`src/rtl/alu_serial.sv`:
```
// Multi-cycle serial ALU: AND/OR/ADD-SUB/XOR on WIDTH-bit operands, DIGIT bits per clock,
// with a start/done handshake and carry/zero/overflow/negative flags at completion.
module alu_serial #(
  parameter int unsigned WIDTH = 16,
  parameter int unsigned DIGIT = 1
) (
  input  logic             i_clk,
  input  logic             i_rst,
  input  logic             i_start,
  input  logic [WIDTH-1:0] i_a,
  input  logic [WIDTH-1:0] i_b,
  input  logic             i_binvert,
  input  logic [1:0]       i_op,
  output logic             o_busy,
  output logic             o_done,
  output logic [WIDTH-1:0] o_result,
  output logic             o_carry_out,
  output logic             o_zero,
  output logic             o_overflow,
  output logic             o_negative
);

  localparam int unsigned N    = WIDTH / DIGIT;
  localparam int unsigned CntW = (N > 1) ? $clog2(N) : 1;

  typedef enum logic {StIdle, StRun} state_e;

  state_e           r_state, w_state_d;
  logic [CntW-1:0]  r_cnt;
  logic [WIDTH-1:0] r_a, r_b, r_res;
  logic [1:0]       r_op;
  logic             r_carry;
  logic             r_done;
  logic [WIDTH-1:0] r_result;
  logic             r_carry_out, r_zero, r_overflow, r_negative;

  logic             w_accept, w_last, w_arith;
  logic [DIGIT-1:0] w_digit;
  logic             w_c_msb_in, w_c_out;
  logic [WIDTH-1:0] w_res_next;

  always_comb begin
    w_state_d = r_state;
    w_accept  = 1'b0;
    w_last    = 1'b0;
    case (r_state)
      StIdle: begin
        if (i_start) begin
          w_accept  = 1'b1;
          w_state_d = StRun;
        end
      end
      StRun: begin
        if (r_cnt == CntW'(N - 1)) begin
          w_last    = 1'b1;
          w_state_d = StIdle;
        end
      end
      default: w_state_d = StIdle;
    endcase
  end

  // One DIGIT-wide group of bit slices; carry ripples LSB to MSB within the group.
  always_comb begin : slice_comb
    logic v_c;
    v_c        = r_carry;
    w_c_msb_in = 1'b0;
    w_digit    = '0;
    for (int i = 0; i < int'(DIGIT); i++) begin
      if (i == int'(DIGIT) - 1) w_c_msb_in = v_c;
      case (r_op)
        2'b00:   w_digit[i] = r_a[i] & r_b[i];
        2'b01:   w_digit[i] = r_a[i] | r_b[i];
        2'b10:   w_digit[i] = r_a[i] ^ r_b[i] ^ v_c;
        default: w_digit[i] = r_a[i] ^ r_b[i];
      endcase
      v_c = (r_a[i] & r_b[i]) | (v_c & (r_a[i] ^ r_b[i]));
    end
    w_c_out = v_c;
  end

  // Result bits enter at the top so the first digit ends up in the LSBs after N shifts.
  assign w_res_next = (r_res >> DIGIT) | (WIDTH'(w_digit) << (WIDTH - DIGIT));
  assign w_arith    = (r_op == 2'b10);

  always_ff @(posedge i_clk) begin
    if (i_rst) begin
      r_state     <= StIdle;
      r_cnt       <= '0;
      r_a         <= '0;
      r_b         <= '0;
      r_res       <= '0;
      r_op        <= 2'b00;
      r_carry     <= 1'b0;
      r_done      <= 1'b0;
      r_result    <= '0;
      r_carry_out <= 1'b0;
      r_zero      <= 1'b0;
      r_overflow  <= 1'b0;
      r_negative  <= 1'b0;
    end else begin
      r_state <= w_state_d;
      r_done  <= 1'b0;
      if (w_accept) begin
        r_a     <= i_a;
        r_b     <= i_b ^ {WIDTH{i_binvert}};
        r_op    <= i_op;
        r_carry <= (i_op == 2'b10) ? i_binvert : 1'b0;
        r_cnt   <= '0;
        r_res   <= '0;
      end else if (r_state == StRun) begin
        r_a     <= r_a >> DIGIT;
        r_b     <= r_b >> DIGIT;
        r_carry <= w_c_out;
        r_res   <= w_res_next;
        r_cnt   <= r_cnt + CntW'(1);
        if (w_last) begin
          r_done      <= 1'b1;
          r_result    <= w_res_next;
          r_carry_out <= w_arith & w_c_out;
          r_overflow  <= w_arith & (w_c_msb_in ^ w_c_out);
          r_zero      <= (w_res_next == '0);
          r_negative  <= w_res_next[WIDTH-1];
        end
      end
    end
  end

  assign o_busy      = (r_state == StRun);
  assign o_done      = r_done;
  assign o_result    = r_result;
  assign o_carry_out = r_carry_out;
  assign o_zero      = r_zero;
  assign o_overflow  = r_overflow;
  assign o_negative  = r_negative;

endmodule

```
`config.mk`:
```
export PLATFORM = sky130hd
export DESIGN_NAME = alu_serial
export DESIGN_NICKNAME = d
export VERILOG_FILES = /design/src/rtl/alu_serial.sv
export SDC_FILE = /design/constraint.sdc
export NUM_CORES = 1
export LEC_CHECK = 0
export ABC_AREA = 1
export CAP_MARGIN = 5
export CORE_MARGIN = 1.5
export CORE_UTILIZATION = 35
export CTS_CLUSTER_DIAMETER = 200
export CTS_CLUSTER_SIZE = 28
export DETAILED_ROUTE_END_ITERATION = 6
export PLACE_DENSITY = 0.66
export SLEW_MARGIN = 20
export SYNTH_ARGS = -nofsm -noshare
export SYNTH_HDL_FRONTEND = slang
export SYNTH_SLANG_ARGS = --single-unit
```
`constraint.sdc`:
```
create_clock -name i_clk -period 2 [get_ports i_clk]
set_input_delay 0.4 -clock i_clk [delete_from_list [all_inputs] [get_ports i_clk]]
set_output_delay 0.4 -clock i_clk [all_outputs]
set_load 0.02 [all_outputs]
```
==> results by group <==
Clocking
  • Htree depth: 3
  • CTS Hold Bufs: 0
  • Worst skew pair latency: 0.34 ns
  • Post-CTS setup buffer count: 0
  • Clock buffer count from CTS: 9
  • TritonCTS clock tree: done
  • CTS root buffer: clkbuf_8
  • CTS clk-pin slew, worst paths: 0.07 ns
  • TritonCTS Sinks: 75
  • CTS max path bufs: 2
  • PostCTS Resize Cnt: 0

Global routing
  • First-pass GRT wire length: between 10 and 15 mm
  • Gr usage total: 14.8%
  • Number of global-route vias before repair: 2,662
  • GRT Residual Overflow: 0
  • Antenna violations before repair: 0
  • Largest net degree at the start of global routing: 24

Placed design
  • Buffers on Ports: 59
  • HPWL after DPL: 4.84 mm
  • RD Place Congestion: 0.795
  • DP Worst Slack: 0.189 ns

Final layout
  • Fill cell count: 896
  • Share of layout cells above drive strength 1: 9.75%
  • Commonest non-fill, non-tap cells in the layout: 136 x nand2_1, 75 x dfxtp_1, 59 x clkdlybuf4s50_1
  • P&R area growth vs syn: 26.8%
  • ANT cells: 0
  • Multi-input combinational cell area: 1400 µm²
  • Storage element area: ~1500 µm²
  • Fin nets: 510
  • Commonest non-fill, non-tap cell in the layout: nand2_1

Timing
  • Final hold viol count: 0
  • Skew final: 0.0127 ns
  • Unrepaired setup endpoints after global routing: false
  • Final min period: 1.83 ns
  • Slew headroom: 74.4%
  • Slew @ Worst Pin: approximately 0.38 ns
  • Max Slew Vio Count: 0
  • TNS Setup: 0 ns
  • Final worst setup slack: 0.169 ns
  • # setup viols final: 0
  • Worst hold margin: 0.452 ns
  • Fmax: 546 MHz
  • Fin crit share: 91.6%

Critical path
  • CP endpoint kind: output pin
  • Worst path cell trace: clkdlybuf4s50_1
  • Reg-to-Reg End: o_result[0]
  • Arr. time, crit path: 1.43 ns
  • Bufs and invs on worst path: 1
  • CP required: about 1.6 ns
  • Startpoint Class: flip-flop
  • Reg2Reg Depth: 7
  • Slowest cell on the critical path: clkdlybuf4s50_1
  • Max FO, Critical Path: 4
  • Reg-to-reg slack, setup: 0.45 ns
  • RR Startpoint: o_busy
  • CP top delay family: buffers and inverters
  • Max stage delay on crit path: 0.64 ns
  • CP Class: reg2out

Synthesis
  • Yosys cell types: 29
  • Register area share after synthesis: 46.5%
  • Main synth FF type: dfxtp_1
  • Synthesized cell area: 3230 µm²
  • Mean Syn Cell Area: 7.85 µm²
  • EDFF count, synth: 0
  • Ys async rst share: 0%
  • Synthesized net count: 453
  • Cells after synthesis: 411
  • Post-synthesis register bit count: 75
  • Syn. warnings: 0

Power
  • Leak: roughly 1.7 nW
  • Power Dens Cells: 754 nW/µm²
  • Seq pwr share: around half
  • P_sw: 0.741 mW
  • Internal power: 2.34 mW
  • Gate power share: 11.3%
  • Sw Share: 24.0%
  • Clock share of power: 37.7%
  • Peak VDD IR: about 380 µV

Floorplanning
  • Vert. Die Dim: 99 µm
  • Core outline area: 8810 µm²
  • Die area: around 10000 µm²
  • IO Count: 60
  • Initial Util: between 30 and 40%
  • Rows: 34
  • Die W: 99 µm

Drt
  • DR vias: 2,757
  • Post-route DRC: 4
  • Total wire length: 6.68 mm
  • Routed Antenna Nets: 0
  • TritonRoute pass-1 iters: 6
  • Routed WL per cell: around 12 µm
  • Initial DRC Count: 91
  • Vias/cell: 4.75

Run status
  • Failing checks: design-rule violations
  • Outcome: finished, violations left

Min path
  • WHS Path Cells: 2
  • Hold Crit Endpoint: o_result[12]
  • Worst min-delay path category: reg2reg
  • Hold path start: o_result[12]

Flow run
  • Max Cap Viol: 0
-- kinds of logic (layout without fill, tap and decap cells) --
logic type | after synthesis | in the layout | synth area share [%]
buf+inv | 68 | 129 | 9.93
flops | 75 | 75 | 46.5
xor+xnor | 16 | 16 | 4.34
compound gates | 73 | 73 | 15.4
fa+ha+maj | 4 | 4 | 1.78
simple gates | 175 | 175 | 22.0
-- stage by stage --
stage          total power [mW]  area [µm²]  instances  utilization (%)
6_report                   3.08        4090        580             46.4
2_1_floorplan              1.82        3230        411                -
3_3_place_gp               1.95        3890        565             44.2
5_1_grt                    3.24        4090        580             46.4
3_5_place_dp               1.96        3890        565             44.2
4_1_cts                    3.12        4090        580             46.4
-- cells in the mapped netlist (2+ instances only) --
cell type	instances	area, µm²
buf_1	3	11.3
nand4_1	2	12.5
inv_2	5	18.8
nor2_1	20	75.1
a21oi_2	9	78.8
nand2_4	2	22.5
nand3_1	8	40.0
nor2_4	2	22.5
ha_1	3	37.5
buf_2	6	30.0
inv_4	2	12.5
o21ai_0	7	35.0
o221ai_1	14	123
a21oi_1	25	125
nor3_1	3	15.0
nand2_1	136	510
xor2_1	16	140
buf_6	3	33.8
inv_1	39	146
buf_4	8	60.1
a22oi_1	15	113
dfxtp_1	75	1500
clkbuf_1	2	7.51
-- registers in the layout (all words and copies together) (netlist names), 2 cells and up --
| register | cells |
|---|---|
| o_result | 16 |
| r_res | 15 |
| r_a | 16 |
| r_op | 2 |
| r_b | 16 |
| r_cnt | 4 |
-- layout make-up --
class,count,area share (%)
Multi-Input combinational cell,268,34.3
Inverter,46,4.35
Clock buffer,11,3.70
Tap cell,108,3.30
Clock inverter,4,1.19
Timing Repair Buffer,68,16.4
Sequential cell,75,36.7
-- power groups by stage --
| stage | clock [mW] | sequential [mW] | combinational [mW] |
|---|---|---|---|
| after floorplan | 0 | 1.60 | 0.225 |
| after global placement | 0 | 1.60 | 0.347 |
| after detailed placement | 0 | 1.60 | 0.351 |
| after CTS | 1.20 | 1.57 | 0.352 |
| after global routing | 1.27 | 1.58 | 0.394 |
| final | 1.16 | 1.57 | 0.348 |
-- layer usage --
layer / global-route usage, % / vias to the layer above / routed length (µm)
li1: - / 1428 / -
met1: 17.5 / 1247 / 3090
met2: 25.9 / 71 / 3190
met3: 4.18 / 11 / 335
met4: 4.62 / 0 / 61
met5: 0 / - / 0
-- worst max path at each step --
stage | depth (start not counted) | end | startpoint
6_report | 1 | o_busy | o_busy
5_1_grt | 1 | o_busy | o_busy
4_1_cts | 1 | o_busy | o_busy
3_5_place_dp | 8 | r_a[14] | i_start
3_3_place_gp | 8 | r_a[0] | i_start
2_1_floorplan | 7 | r_res[15] | r_b[0]
(Power assumes the default switching activity.)
==> patch: new RTL, same settings <==
Make the reset (`i_rst`) asynchronous in one clocked block.
--- a/src/rtl/alu_serial.sv
+++ b/src/rtl/alu_serial.sv
@@ -83,7 +83,7 @@
   assign w_res_next = (r_res >> DIGIT) | (WIDTH'(w_digit) << (WIDTH - DIGIT));
   assign w_arith    = (r_op == 2'b10);
 
-  always_ff @(posedge i_clk) begin
+  always_ff @(posedge i_clk or posedge i_rst) begin
     if (i_rst) begin
       r_state     <= StIdle;
       r_cnt       <= '0;
Function: differs if i_rst is asserted again (counterexample within 4 cycles, from zero or initial values and one cycle with i_rst high); with i_rst held inactive, the same outputs for 10 cycles.
==> patch against the unedited design <==
- setup slack improved by 0.088 ns
- worst hold slack improved by 0.033 ns
- routed wire length decreased by 3.4%
- synthesized area increased by 2.1%
- cell area increased by 3.1%
- via count decreased by 12%
- maximum frequency increased by 5.0%
- sequential cell count unchanged
- count of clock-buffer cells in the layout decreased by 2
- critical path type unchanged
- highest routed layer unchanged
Power is not compared: it rests on default switching activity, and its combinational part moved more than twofold at a synthesized area within 25%.
==> patch: results (changes against the unedited design) <==
* Status: completed (was finished with violations)
* HPWL reported at the end of detailed placement at 4300 um (was 4840 um)
* NumNets Final at 428 (was 510)
* Global router's overall resource usage at 0.137 (was 0.148)
* Cell count after placement at 486 (was 565)
* Worst-margin pin slew at 0.665 ns (was 0.382 ns)
* Post-layout instance count excluding filler cells at 502 (was 580)
* Prevailing post-synth register cell: sky130_fd_sc_hd__dfrtp_1 (was sky130_fd_sc_hd__dfxtp_1)
* Final-layout fill cell count at 865 (was 896)
* Max Fanout on Critical Path at 3 (was 4)
* Depth of the worst register-to-register path at 5 (was 7)
* Share of the synthesized area in compound gates (AO/OA/AOI/OAI) at 0.172 (was 0.154)
* Arrival time of data at the critical path endpoint at 1.34 ns (was 1.43 ns)
* Sequential cell area fraction in the yosys report at 0.570 (was 0.465)
* Fraction of the mapped netlist area in adder cells at 0.0175 (was 0.0178)
* Final weighted congestion in routability-driven placement at 0.726 (was 0.795)
* Drt pass-1 iters at 4 (was 6)
* Aggregate routed wire length at 6450 um (was 6680 um)
* Xor and xnor area share after synthesis at 0.0399 (was 0.0434)
* Worst Skew at 0.00921 ns (was 0.0127 ns)
* Drt initial violations at 147 (was 91)
* Share of async-settable or async-resettable flops after synthesis at 1.00 (was 0)
* Synth Area per Inst at 10.1 um2 (was 7.85 um2)
* Most used standard cells in the synthesized netlist: sky130_fd_sc_hd__dfrtp_1 (75), sky130_fd_sc_hd__nand2_1 (64), sky130_fd_sc_hd__inv_1 (30) (was sky130_fd_sc_hd__nand2_1 (136), sky130_fd_sc_hd__dfxtp_1 (75), sky130_fd_sc_hd__inv_1 (39))
* Share of final-layout standard cells stronger than drive strength 1 at 0.120 (was 0.0975)
* Number of vias per cell at 4.86 (was 4.75)
* Wire length of the first global-routing pass at 10800 um (was 11700 um)
* Synthesized net count at 369 (was 453)
* Leading post-synthesis cells by cell area: sky130_fd_sc_hd__dfrtp_1 (57%), sky130_fd_sc_hd__nand2_1 (7.3%), sky130_fd_sc_hd__o21ai_2 (4.0%) (was sky130_fd_sc_hd__dfxtp_1 (47%), sky130_fd_sc_hd__nand2_1 (16%), sky130_fd_sc_hd__inv_1 (4.5%))
* Pin count of the biggest net entering global routing at 76 (was 24)
* Static leakage at about 1.9 nW
* Path category of the worst min-delay check: input pin to asynchronous set/reset pin (was register to register)
* Vias in the first global route at 2326 (was 2662)
==> patch: routing by layer <==
layer  vias to the layer above  global-route usage  wire (um)
met1                      1149               0.177       2990
met4                         0              0.0368         55
met5                         -                   0          0
li1                       1213                   -          -
met2                        72               0.219       2980
met3                         5              0.0508        428
==> patch: cell type report <==
| class | instances | area, um2 | share of cell area |
|---|---|---|---|
| Tap cell | 111 | 139 | 0.0329 |
| Clock buffer | 9 | 124 | 0.0294 |
| Clock inverter | 7 | 116 | 0.0276 |
| Sequential cell | 75 | 1880 | 0.445 |
| Timing Repair Buffer | 66 | 656 | 0.156 |
| Multi-Input combinational cell | 200 | 1170 | 0.278 |
| Inverter | 34 | 131 | 0.0312 |
==> patch: worst min-delay path, delay by kind of cell <==
family / cells / cell delay, ns
buf+inv: 3 / 0.84
==> patch: worst paths after layout <==
path / startpoint / end / slack [ns]
max: o_busy / o_busy / 0.26
min: i_rst / r_res[11] / 0.49
max reg2reg: r_cnt[0] / o_result[15] / 0.34
min reg2reg: o_result[1] / o_result[1] / 0.49
max in group asynchronous: i_rst / r_res[2] / 1.18
min in group i_clk: o_result[1] / o_result[1] / 0.49
==> patch: kinds of logic after synthesis <==
family,after synthesis
simple gates,99
compound gates,82
flops,75
buf+inv,52
xor+xnor,15
fa+ha+maj,4
==> patch: power groups by stage <==
| stage | clock network [W] | logic (W) | registers [W] |
|---|---|---|---|
| final | 0.00138 | 0.00228 | 0.00243 |
| after global routing | 0.00147 | 0.00253 | 0.00250 |
| after CTS | 0.00142 | 0.00231 | 0.00243 |
| after detailed placement | 0 | 0.00229 | 0.00245 |
| after global placement | 0 | 0.00223 | 0.00242 |
| after floorplan | 0 | 0.00135 | 0.00261 |
==> patch: through the flow <==
| stage | instance area [um2] | worst slack (ns) | power (W) |
|---|---|---|---|
| final | 4220 | 0.257 | 0.00608 |
| after global routing | 4220 | 0.185 | 0.00650 |
| after CTS | 4220 | 0.228 | 0.00615 |
| after detailed placement | 3980 | 0.339 | 0.00474 |
| after global placement | 3980 | 0.370 | 0.00465 |
| after floorplan | 3300 | 0.604 | 0.00396 |
